[src/rtl/midi_pkg.sv]
// Shared constants and types for the MIDI transmitter peripheral.
package midi_pkg;

  localparam int unsigned MIDI_BAUD = 31250;

  // Word offsets, as seen on mem_addr_i[3:2].
  localparam logic [1:0] REG_DATA   = 2'd0;
  localparam logic [1:0] REG_STATUS = 2'd1;

  // STATUS register bit positions.
  localparam int unsigned ST_FULL  = 0;
  localparam int unsigned ST_EMPTY = 1;
  localparam int unsigned ST_BUSY  = 2;
  localparam int unsigned ST_OVF   = 3;

  typedef enum logic [1:0] {
    IDLE  = 2'd0,
    START = 2'd1,
    DATA  = 2'd2,
    STOP  = 2'd3
  } tx_state_t;

endpackage

[src/rtl/sync_fifo.sv]
// Synchronous FIFO with push/pop/flush and an occupancy count.
// Ports:
//   clk_i, rst_ni : clock, asynchronous active-low reset
//   push, wdata   : write request and data (ignored when full unless popping)
//   pop           : read request, advances head when non-empty
//   flush         : empties the FIFO; a simultaneous push is discarded
//   rdata_c       : current head entry (combinational)
//   full_c/empty_c: occupancy flags (combinational)
//   level         : number of stored entries
module sync_fifo #(
  parameter int unsigned WIDTH = 8,
  parameter int unsigned DEPTH = 16
) (
  input  logic                     clk_i,
  input  logic                     rst_ni,
  input  logic                     push,
  input  logic [WIDTH-1:0]         wdata,
  input  logic                     pop,
  input  logic                     flush,
  output logic [WIDTH-1:0]         rdata_c,
  output logic                     full_c,
  output logic                     empty_c,
  output logic [$clog2(DEPTH):0]   level
);

  localparam int unsigned AW = $clog2(DEPTH);
  localparam int unsigned LW = AW + 1;

  logic [WIDTH-1:0] mem_q [DEPTH];
  logic [AW-1:0]    wr_ptr_q;
  logic [AW-1:0]    rd_ptr_q;
  logic [LW-1:0]    level_q;
  logic             push_ok;
  logic             pop_ok;

  assign full_c  = (level_q == LW'(DEPTH));
  assign empty_c = (level_q == '0);
  assign rdata_c = mem_q[rd_ptr_q];
  assign level   = level_q;

  // A full FIFO still accepts a push when the head leaves in the same cycle.
  assign pop_ok  = pop & ~empty_c & ~flush;
  assign push_ok = push & ~flush & (~full_c | pop_ok);

  // Storage array.
  always_ff @(posedge clk_i) begin
    if (push_ok) begin
      mem_q[wr_ptr_q] <= wdata;
    end
  end

  // Pointers and occupancy.
  always_ff @(posedge clk_i or negedge rst_ni) begin
    if (!rst_ni) begin
      wr_ptr_q <= '0;
      rd_ptr_q <= '0;
      level_q  <= '0;
    end else if (flush) begin
      wr_ptr_q <= '0;
      rd_ptr_q <= '0;
      level_q  <= '0;
    end else begin
      if (push_ok) wr_ptr_q <= wr_ptr_q + AW'(1);
      if (pop_ok)  rd_ptr_q <= rd_ptr_q + AW'(1);
      level_q <= level_q + LW'(push_ok) - LW'(pop_ok);
    end
  end

endmodule

[src/rtl/midi_out.sv]
// MIDI transmitter: MMIO-written bytes are queued and sent as 8N1 frames.
// Ports:
//   clk_i, rst_ni        : clock, asynchronous active-low reset
//   select_i             : bus select for this peripheral
//   mem_ready_o          : one-cycle transaction-complete pulse
//   mem_wstrb_i          : byte write strobes, all zero means read
//   mem_addr_i           : byte address, [3:2] decoded
//   mem_wdata_i          : write data
//   mem_rdata_o          : read data, valid with mem_ready_o
//   midi_o               : serial output, idle high
module midi_out
  import midi_pkg::*;
#(
  parameter int unsigned CLK_HZ     = 27000000,
  parameter int unsigned BAUD       = MIDI_BAUD,
  parameter int unsigned FIFO_DEPTH = 16
) (
  input  logic        clk_i,
  input  logic        rst_ni,
  input  logic        select_i,
  output logic        mem_ready_o,
  input  logic [3:0]  mem_wstrb_i,
  input  logic [31:0] mem_addr_i,
  input  logic [31:0] mem_wdata_i,
  output logic [31:0] mem_rdata_o,
  output logic        midi_o
);

  localparam int unsigned DIV = CLK_HZ / BAUD;
  localparam int unsigned CW  = (DIV > 1) ? $clog2(DIV) : 1;
  localparam int unsigned LW  = $clog2(FIFO_DEPTH) + 1;

  // Bus decode.
  logic        is_write;
  logic        act;
  logic [1:0]  reg_sel;
  logic        push_req;
  logic        flush_req;
  logic        ovf_clr;
  logic        ovf_q;
  logic [31:0] rdata_d;

  // FIFO interface.
  logic          fifo_pop;
  logic [7:0]    fifo_head;
  logic          fifo_full;
  logic          fifo_empty;
  logic [LW-1:0] fifo_level;

  // Serialiser.
  tx_state_t      state_q, state_d;
  logic [CW-1:0]  cnt_q, cnt_d;
  logic [2:0]     bit_q, bit_d;
  logic [7:0]     shift_q, shift_d;
  logic           midi_d;
  logic           bit_end;

  logic unused_ok;
  assign unused_ok = ^{mem_addr_i[31:4], mem_addr_i[1:0], mem_wdata_i[31:8]};

  assign is_write = |mem_wstrb_i;
  assign reg_sel  = mem_addr_i[3:2];
  // Side effects fire only in the ready cycle, so each transaction acts once.
  assign act       = mem_ready_o & select_i & is_write;
  assign push_req  = act & (reg_sel == REG_DATA) & mem_wstrb_i[0];
  assign flush_req = act & (reg_sel == REG_STATUS) & mem_wdata_i[0];
  assign ovf_clr   = act & (reg_sel == REG_STATUS) & mem_wdata_i[3];

  sync_fifo #(
    .WIDTH (8),
    .DEPTH (FIFO_DEPTH)
  ) u_fifo (
    .clk_i   (clk_i),
    .rst_ni  (rst_ni),
    .push    (push_req),
    .wdata   (mem_wdata_i[7:0]),
    .pop     (fifo_pop),
    .flush   (flush_req),
    .rdata_c (fifo_head),
    .full_c  (fifo_full),
    .empty_c (fifo_empty),
    .level   (fifo_level)
  );

  // Read mux, sampled in the request cycle and presented with the ready pulse.
  always_comb begin
    rdata_d = '0;
    if (!is_write && reg_sel == REG_STATUS) begin
      rdata_d[ST_FULL]  = fifo_full;
      rdata_d[ST_EMPTY] = fifo_empty;
      rdata_d[ST_BUSY]  = (state_q != IDLE);
      rdata_d[ST_OVF]   = ovf_q;
      rdata_d[15:8]     = 8'(fifo_level);
    end
  end

  // Bus handshake and sticky overflow flag.
  always_ff @(posedge clk_i or negedge rst_ni) begin
    if (!rst_ni) begin
      mem_ready_o <= 1'b0;
      mem_rdata_o <= '0;
      ovf_q       <= 1'b0;
    end else begin
      mem_ready_o <= select_i & ~mem_ready_o;
      mem_rdata_o <= (select_i & ~mem_ready_o) ? rdata_d : '0;
      if (ovf_clr) begin
        ovf_q <= 1'b0;
      end else if (push_req & fifo_full & ~fifo_pop & ~flush_req) begin
        ovf_q <= 1'b1;
      end
    end
  end

  assign bit_end = (cnt_q == CW'(DIV - 1));

  // Serialiser next-state and output logic.
  always_comb begin
    state_d  = state_q;
    cnt_d    = cnt_q;
    bit_d    = bit_q;
    shift_d  = shift_q;
    fifo_pop = 1'b0;
    midi_d   = 1'b1;

    unique case (state_q)
      IDLE: begin
        cnt_d = '0;
        if (!fifo_empty) begin
          fifo_pop = 1'b1;
          shift_d  = fifo_head;
          state_d  = START;
        end
      end
      START: begin
        if (bit_end) begin
          cnt_d   = '0;
          bit_d   = '0;
          state_d = DATA;
        end else begin
          cnt_d = cnt_q + CW'(1);
        end
      end
      DATA: begin
        if (bit_end) begin
          cnt_d   = '0;
          shift_d = {1'b0, shift_q[7:1]};
          if (bit_q == 3'd7) begin
            state_d = STOP;
          end else begin
            bit_d = bit_q + 3'd1;
          end
        end else begin
          cnt_d = cnt_q + CW'(1);
        end
      end
      STOP: begin
        if (bit_end) begin
          cnt_d = '0;
          // Back-to-back frames: pop straight into the next start bit.
          if (!fifo_empty) begin
            fifo_pop = 1'b1;
            shift_d  = fifo_head;
            state_d  = START;
          end else begin
            state_d = IDLE;
          end
        end else begin
          cnt_d = cnt_q + CW'(1);
        end
      end
      default: state_d = IDLE;
    endcase

    // Output level follows the state being entered, keeping midi_o registered.
    unique case (state_d)
      START:   midi_d = 1'b0;
      DATA:    midi_d = shift_d[0];
      default: midi_d = 1'b1;
    endcase
  end

  // Serialiser state register.
  always_ff @(posedge clk_i or negedge rst_ni) begin
    if (!rst_ni) begin
      state_q <= IDLE;
      cnt_q   <= '0;
      bit_q   <= '0;
      shift_q <= '0;
      midi_o  <= 1'b1;
    end else begin
      state_q <= state_d;
      cnt_q   <= cnt_d;
      bit_q   <= bit_d;
      shift_q <= shift_d;
      midi_o  <= midi_d;
    end
  end

endmodule
[config.mk]
export PLATFORM = sky130hd
export DESIGN_NAME = midi_out
export DESIGN_NICKNAME = d
export VERILOG_FILES = /design/src/rtl/midi_pkg.sv /design/src/rtl/sync_fifo.sv /design/src/rtl/midi_out.sv
export SDC_FILE = /design/constraint.sdc
export NUM_CORES = 1
export LEC_CHECK = 0
export CAP_MARGIN = 40
export CORE_MARGIN = 10
export CORE_UTILIZATION = 40
export CTS_CLUSTER_DIAMETER = 100
export CTS_CLUSTER_SIZE = 16
export DETAILED_ROUTE_END_ITERATION = 8
export HOLD_SLACK_MARGIN = 0.1
export PLACE_DENSITY_LB_ADDON = 0.05
export SLEW_MARGIN = 20
export SYNTH_ARGS = -nofsm -noshare
export SYNTH_HDL_FRONTEND = slang
export SYNTH_SLANG_ARGS = --single-unit
[constraint.sdc]
create_clock -name clk_i -period 6.8 [get_ports clk_i]
set_input_delay 1.02 -clock clk_i [delete_from_list [all_inputs] [get_ports clk_i]]
set_output_delay 1.02 -clock clk_i [all_outputs]
set_load 0.02 [all_outputs]
==> results.ini, run 1 <==
[final_layout]
nets = 626
layout_commonest_cell = edfxtp_1
final_cell_mix = edfxtp_1 (128), dfrtp_1 (46), nor2_1 (27), mux4_2 (27), clkdlybuf4s50_1 (26)
drive_gt1_share_pct = 15.3
fin_area_sq_um = 8850
area_growth_pct = 14.1
antennaDiodeCount = 0

[global_routing]
grt_pass1_wl_mm = 24.8
grt_max_degree = 49
grt_overflow = 0
grt_usage_pct = 12.6
antenna_found_initial = 1
grt_pass1_vias = 4201

[flow_run]
maxCapViolations = 0

[run_status]
status = finished clean

[logic_synthesis]
synth-simple-area-share_pct = 8.87
syn_inst = 503
synthAdderAreaFrac_pct = 3.32
ys_ff_latch = 176
muxShareOfSynthArea_pct = 10.6
synth_flop_cell = edfxtp_1
synth_top_family_by_area = multiplexers
synth-compound-area-share_pct = 6.08
synth-edff-count = 128
yosysWarnings = 0
yosysSeqAreaShare_pct = 65.0
synthArstFlopShare_pct = 27.3
synth_xor_area_share_pct = 1.58
ys_types = 57
avgSynthCellArea_sq_um = 15.4
netlist_area_sq_um = 7760

[worst_setup_path]
cp.required_ns = 7.16
end_kind = flop
critPathKind = input pin to flop
reg2reg_from = state_q[1]$_DFF_PN0_
path_max_fanout = 17
crit-reg2reg-capture = u_fifo.level[4]$_DFF_PN0_
worstRegToRegCells = 15
startpoint_type = input pin
worstPathArrival_ns = 4.14
reg2reg_slack_ns = 3.27

[place]
dpl_cell_area_sq_um = 8250
port_buffers = 27
place.gp.congestion = 0.773
dp_hpwl_mm = 10.5

[route]
drcViolationCount = 0
num_vias = 4176
wl_mm = 15.6
drt-wirelength-per-cell_um = 19.3
dr.pass1.iters = 4
antenna_left = 0
vias_per_cell = 5.17
drt-initial-drc-count = 266

[hold_path]
min_from = cnt_q[0]$_DFF_PN0_
whs_endpoint = cnt_q[0]$_DFF_PN0_
min_path_type = flop to flop
min_path_cells = 1

[power_and_ir_drop]
power_density_nw_per_um2 = 270
ir_worst_vdd_mv = 0.185
p_leak_nw = 3.20

[die]
start_util_pct = 41.1
dieArea_sq_um = 25400
core_sq_um = 18900
die_h_um = 159
io-pin-count = 105
fp-row-count = 50
fp.dieW_um = 159

[cts]
tritoncts = built
post_cts_buffers = 0
clock_path_buffers = 2
cts_resized = 0
numCtsBuffers = 17
clkSinkCount = 176
root_buffer = clkbuf_16
clk_latency_ns = 0.43
clk_pin_slew_worst_paths_ns = 0.07
cts_hold_buffers = 0
cts-htree-levels = 4

[sta]
clock_skew_ns = 0.0119
period_share_pct = 55.5
rsz0062_at_grt = false
period_needed_ns = 3.78
hold_violations = 0
fmax_mhz = 265
slew_viol_final = 0
setup-tns-final_ns = 0
max-slew-margin-rel_pct = 47.8
worst_slew_pin_slew_ns = 0.783
setup_viol = 0

==> worst max-delay path, stage by stage <==
cell             delay, ns
clkdlybuf4s50_1       0.82
and4_1                0.65
nor2_1                0.11
ha_1                  0.29
inv_1                 0.04
ha_1                  0.20
inv_1                 0.07
fa_1                  0.20
inv_1                 0.05
a21oi_1               0.13
nor2_1                0.06
or3_1                 0.34
a21oi_1               0.14
==> kinds of logic after synthesis <==
| group | Yosys count |
|---|---|
| flops | 176 |
| mux | 48 |
| buf+inv | 65 |
| fa+ha+maj | 20 |
| simple gates | 118 |
| xor+xnor | 14 |
| compound gates | 61 |
| other cells | 1 |
==> area by class of cell <==
type	count	area (sq um)
Inverter	20	75.1
Fill cell	1693	10000
Sequential cell	176	5050
Tap cell	260	325
Clock buffer	18	429
Multi-Input combinational cell	284	2470
Clock inverter	14	171
Timing Repair Buffer	36	333
==> worst max-delay path by stage <==
| stage | end | slack (ns) | depth (start not counted) | start |
|---|---|---|---|---|
| after global routing | u_fifo.level[4]$_DFF_PN0_ | 2.74 | 13 | mem_wdata_i[0] |
| after CTS | u_fifo.level[4]$_DFF_PN0_ | 3.01 | 13 | mem_wdata_i[0] |
| after detailed placement | u_fifo.level[4]$_DFF_PN0_ | 2.54 | 13 | mem_wdata_i[0] |
| final | u_fifo.level[4]$_DFF_PN0_ | 3.02 | 13 | mem_wdata_i[0] |
| after global placement | u_fifo.level[4]$_DFF_PN0_ | 2.61 | 13 | mem_wdata_i[0] |
| after floorplan | u_fifo.level[4]$_DFF_PN0_ | 3.32 | 14 | mem_wstrb_i[1] |
==> power breakdown <==
group | leakage, nW | internal (mW) | switching (mW) | total [mW]
combinational | 1.14 | 0.0850 | 0.124 | 0.209
clock | 0.294 | 0.526 | 0.445 | 0.971
sequential | 1.77 | 1.18 | 0.0276 | 1.21
==> registers in the layout (all words and copies together) (netlist names) <==
register / flops
u_fifo.mem_q: 128
cnt_q: 10
mem_rdata_o: 9
shift_q: 8
u_fifo.level: 5
u_fifo.rd_ptr_q: 4
u_fifo.wr_ptr_q: 4
bit_q: 3
state_q: 2
mem_ready_o: 1
midi_o: 1
ovf_q: 1
==> synth_stat cells, drive strengths merged (4+ instances only) <==
cell	instances	share of area (%)
a32oi	5	0.56
nand2	10	0.48
nor4b	6	0.68
nor3	10	0.65
nor2	27	1.3
and4	4	0.45
a221oi	5	0.56
nand4	4	0.40
xor2	8	0.90
buf	35	3.0
nor2b	5	0.40
or3	4	0.32
o21bai	5	0.48
ha	19	3.1
clkbuf	10	0.48
mux4	27	7.8
inv	20	0.97
and2	17	1.4
nand2b	4	0.32
mux2i	19	2.5
nand3	12	0.77
dfrtp	47	15
a221o	6	0.77
edfxtp	128	50
a22o	6	0.68
xnor2	6	0.68
o21ai	7	0.45
a21oi	14	0.95
==> per-stage QoR <==
| step | hold slack, ns | utilization, % | setup WS [ns] | cells | power (mW) |
|---|---|---|---|---|---|
| floorplan | 0.454 | - | 3.32 | 525 | 1.38 |
| global placement | 0.487 | 43.6 | 2.61 | 775 | 1.43 |
| detailed placement | 0.488 | 43.7 | 2.54 | 776 | 1.44 |
| CTS | 0.504 | 46.9 | 3.01 | 808 | 2.41 |
| global route | 0.523 | 46.9 | 2.74 | 808 | 2.49 |
| finish | 0.504 | 46.9 | 3.02 | 808 | 2.39 |
==> layer usage <==
metal | track usage, % | wire length [um] | part of all wire [%] | up-vias
li1 | - | - | - | 1959
met1 | 17.2 | 7510 | 48 | 2125
met2 | 19.0 | 7090 | 45 | 80
met3 | 3.92 | 866 | 5.5 | 12
met4 | 3.66 | 163 | 1.0 | 0
met5 | 0 | 0 | 0 | -
No activity file was read; power rests on OpenSTA's default activity.
==> run 2, diff against run 1 <==
==> constraint.sdc (replaced) <==
create_clock -name clk_i -period 3.28 [get_ports clk_i]
set_input_delay 0.492 -clock clk_i [delete_from_list [all_inputs] [get_ports clk_i]]
set_output_delay 0.492 -clock clk_i [all_outputs]
set_load 0.02 [all_outputs]
==> results.ini, run 2 (synthesis gave the netlist of run 1 again) <==
[final_layout]
top_regs = u_fifo.mem_q x128, cnt_q x10, mem_rdata_o x9
layout_commonest_cell = edfxtp_1
drive_gt1_share_pct = 18.7
antennaDiodeCount = 0
top_register = u_fifo.mem_q
final_cell_mix = edfxtp_1 (128), dfrtp_1 (46), nor2_1 (27), mux4_2 (27), clkdlybuf4s50_1 (26)
fin_area_sq_um = 9030
area_growth_pct = 16.4
largest_reg_flops = 128
nets = 644

[power_and_ir_drop]
ir_worst_vdd_mv = 0.315
p_leak_nw = 3.29
power_density_nw_per_um2 = 551

[sta]
clock_skew_ns = 0.0133
setup_viol = 0
slew_viol_final = 0
period_share_pct = 92.8
rsz0062_at_grt = false
fmax_mhz = 329
period_needed_ns = 3.04
max-slew-margin-rel_pct = 46.8
worst_slew_pin_slew_ns = 0.798
setup-tns-final_ns = 0
hold_violations = 0

[route]
dr.pass1.iters = 4
drt-wirelength-per-cell_um = 19.8
vias_per_cell = 5.18
antenna_left = 0
num_vias = 4281
wl_mm = 16.4
drt-initial-drc-count = 283
drcViolationCount = 0

[cts]
clk_latency_ns = 0.44
root_buffer = clkbuf_16
clock_path_buffers = 2
post_cts_buffers = 0
clkSinkCount = 176
clk_pin_slew_worst_paths_ns = 0.08
tritoncts = built
cts-htree-levels = 4
numCtsBuffers = 17

[place]
port_buffers = 27
dp_hpwl_mm = 10.9
dpl_cell_area_sq_um = 8420
place.gp.congestion = 0.755

[worst_setup_path]
critical_path.startpoint = u_fifo.level[2]$_DFF_PN0_
reg2reg_slack_ns = 0.24
path_max_fanout = 4
critPathKind = flop to flop
startpoint_type = flop
crit-reg2reg-capture = u_fifo.level[4]$_DFF_PN0_
cp.required_ns = 3.65
worstPathArrival_ns = 3.41
end_kind = flop
crit_path_end = u_fifo.level[4]$_DFF_PN0_
reg2reg_from = u_fifo.level[2]$_DFF_PN0_
worstRegToRegCells = 16

[global_routing]
grt_overflow = 0
grt_pass1_vias = 4394
grt_usage_pct = 13.2
antenna_found_initial = 1
grt_max_degree = 32
grt_pass1_wl_mm = 25.8

[run_status]
status = finished clean

[hold_path]
min_path_cells = 1
min_from = cnt_q[0]$_DFF_PN0_
min_path_type = flop to flop

[flow_run]
maxCapViolations = 0

[die]
io-pin-count = 105
die_h_um = 159
core_sq_um = 18900
fp-row-count = 50
fp.dieW_um = 159
dieArea_sq_um = 25400
start_util_pct = 41.1

## run 2: changes by cell type in the layout (fill, tap and decap cells not counted), moves of 2 or more
cell | previous run | this run
buf_4 | 9 | 23
clkinv_4 | 5 | 1
buf_12 | 0 | 3
inv_8 | 5 | 7
## run 2: worst min-delay path by stage
stage	end	slack, ns
6_report	cnt_q[0]$_DFF_PN0_	0.50
5_1_grt	shift_q[6]$_DFFE_PN0P_	0.53
4_1_cts	cnt_q[0]$_DFF_PN0_	0.51
3_5_place_dp	cnt_q[7]$_DFF_PN0_	0.46
3_3_place_gp	mem_rdata_o[3]$_DFF_PN0_	0.49
2_1_floorplan	bit_q[0]$_DFFE_PN0P_	0.20
## run 2: report_power, final
| group | switching (mW) | total [mW] | internal, mW |
|---|---|---|---|
| logic | 0.268 | 0.469 | 0.201 |
| registers | 0.0604 | 2.51 | 2.45 |
| clock network | 0.973 | 2.00 | 1.03 |
| total | 1.30 | 4.97 | 3.67 |
## run 2: final cells by class
| class | count | area [sq um] |
|---|---|---|
| multi-input combinational | 284 | 2490 |
| sequential | 176 | 5050 |
| timing repair buffer | 54 | 508 |
| tap | 260 | 325 |
| inverter | 20 | 75.1 |
| clock inverter | 15 | 165 |
| fill | 1641 | 9860 |
| clock buffer | 17 | 425 |
## run 2: per-layer routing
layer | wire length, um | track usage (%)
met5 | 0 | 0
met4 | 206 | 4.38
met3 | 725 | 3.72
met2 | 7450 | 20.0
met1 | 8010 | 18.0
## run 2: worst max-delay path: stages (launching register included)
cell and delay, ns:
dfrtp_1 0.39, inv_1 0.10, ha_1 0.17, or4b_4 0.47
and2_4 0.19, nand2_1 0.10, nor2_1 0.05, ha_1 0.27
inv_1 0.04, ha_1 0.20, inv_1 0.08, fa_2 0.19
inv_1 0.04, a21oi_1 0.12, nor2_1 0.06, or3_1 0.36
a21oi_2 0.14
## run 2: timing repair
item,CTS,global route
hold endpoints to repair,16,0
gates resized for setup,0,6
endpoints found under the setup margin,0,1
hold buffers,1,0
## run 2: per-stage QoR
stage / worst slack, ns / power, mW / hold slack [ns] / cells / util [%]
after floorplan: 0.0945 / 2.86 / 0.196 / 525 / -
after global placement: 0.0711 / 2.99 / 0.488 / 792 / 44.5
after detailed placement: 0.0470 / 3.00 / 0.459 / 793 / 44.6
after CTS: 0.0217 / 5.02 / 0.506 / 826 / 47.7
after global routing: 0.0226 / 5.20 / 0.534 / 826 / 47.8
final: 0.236 / 4.97 / 0.501 / 826 / 47.8
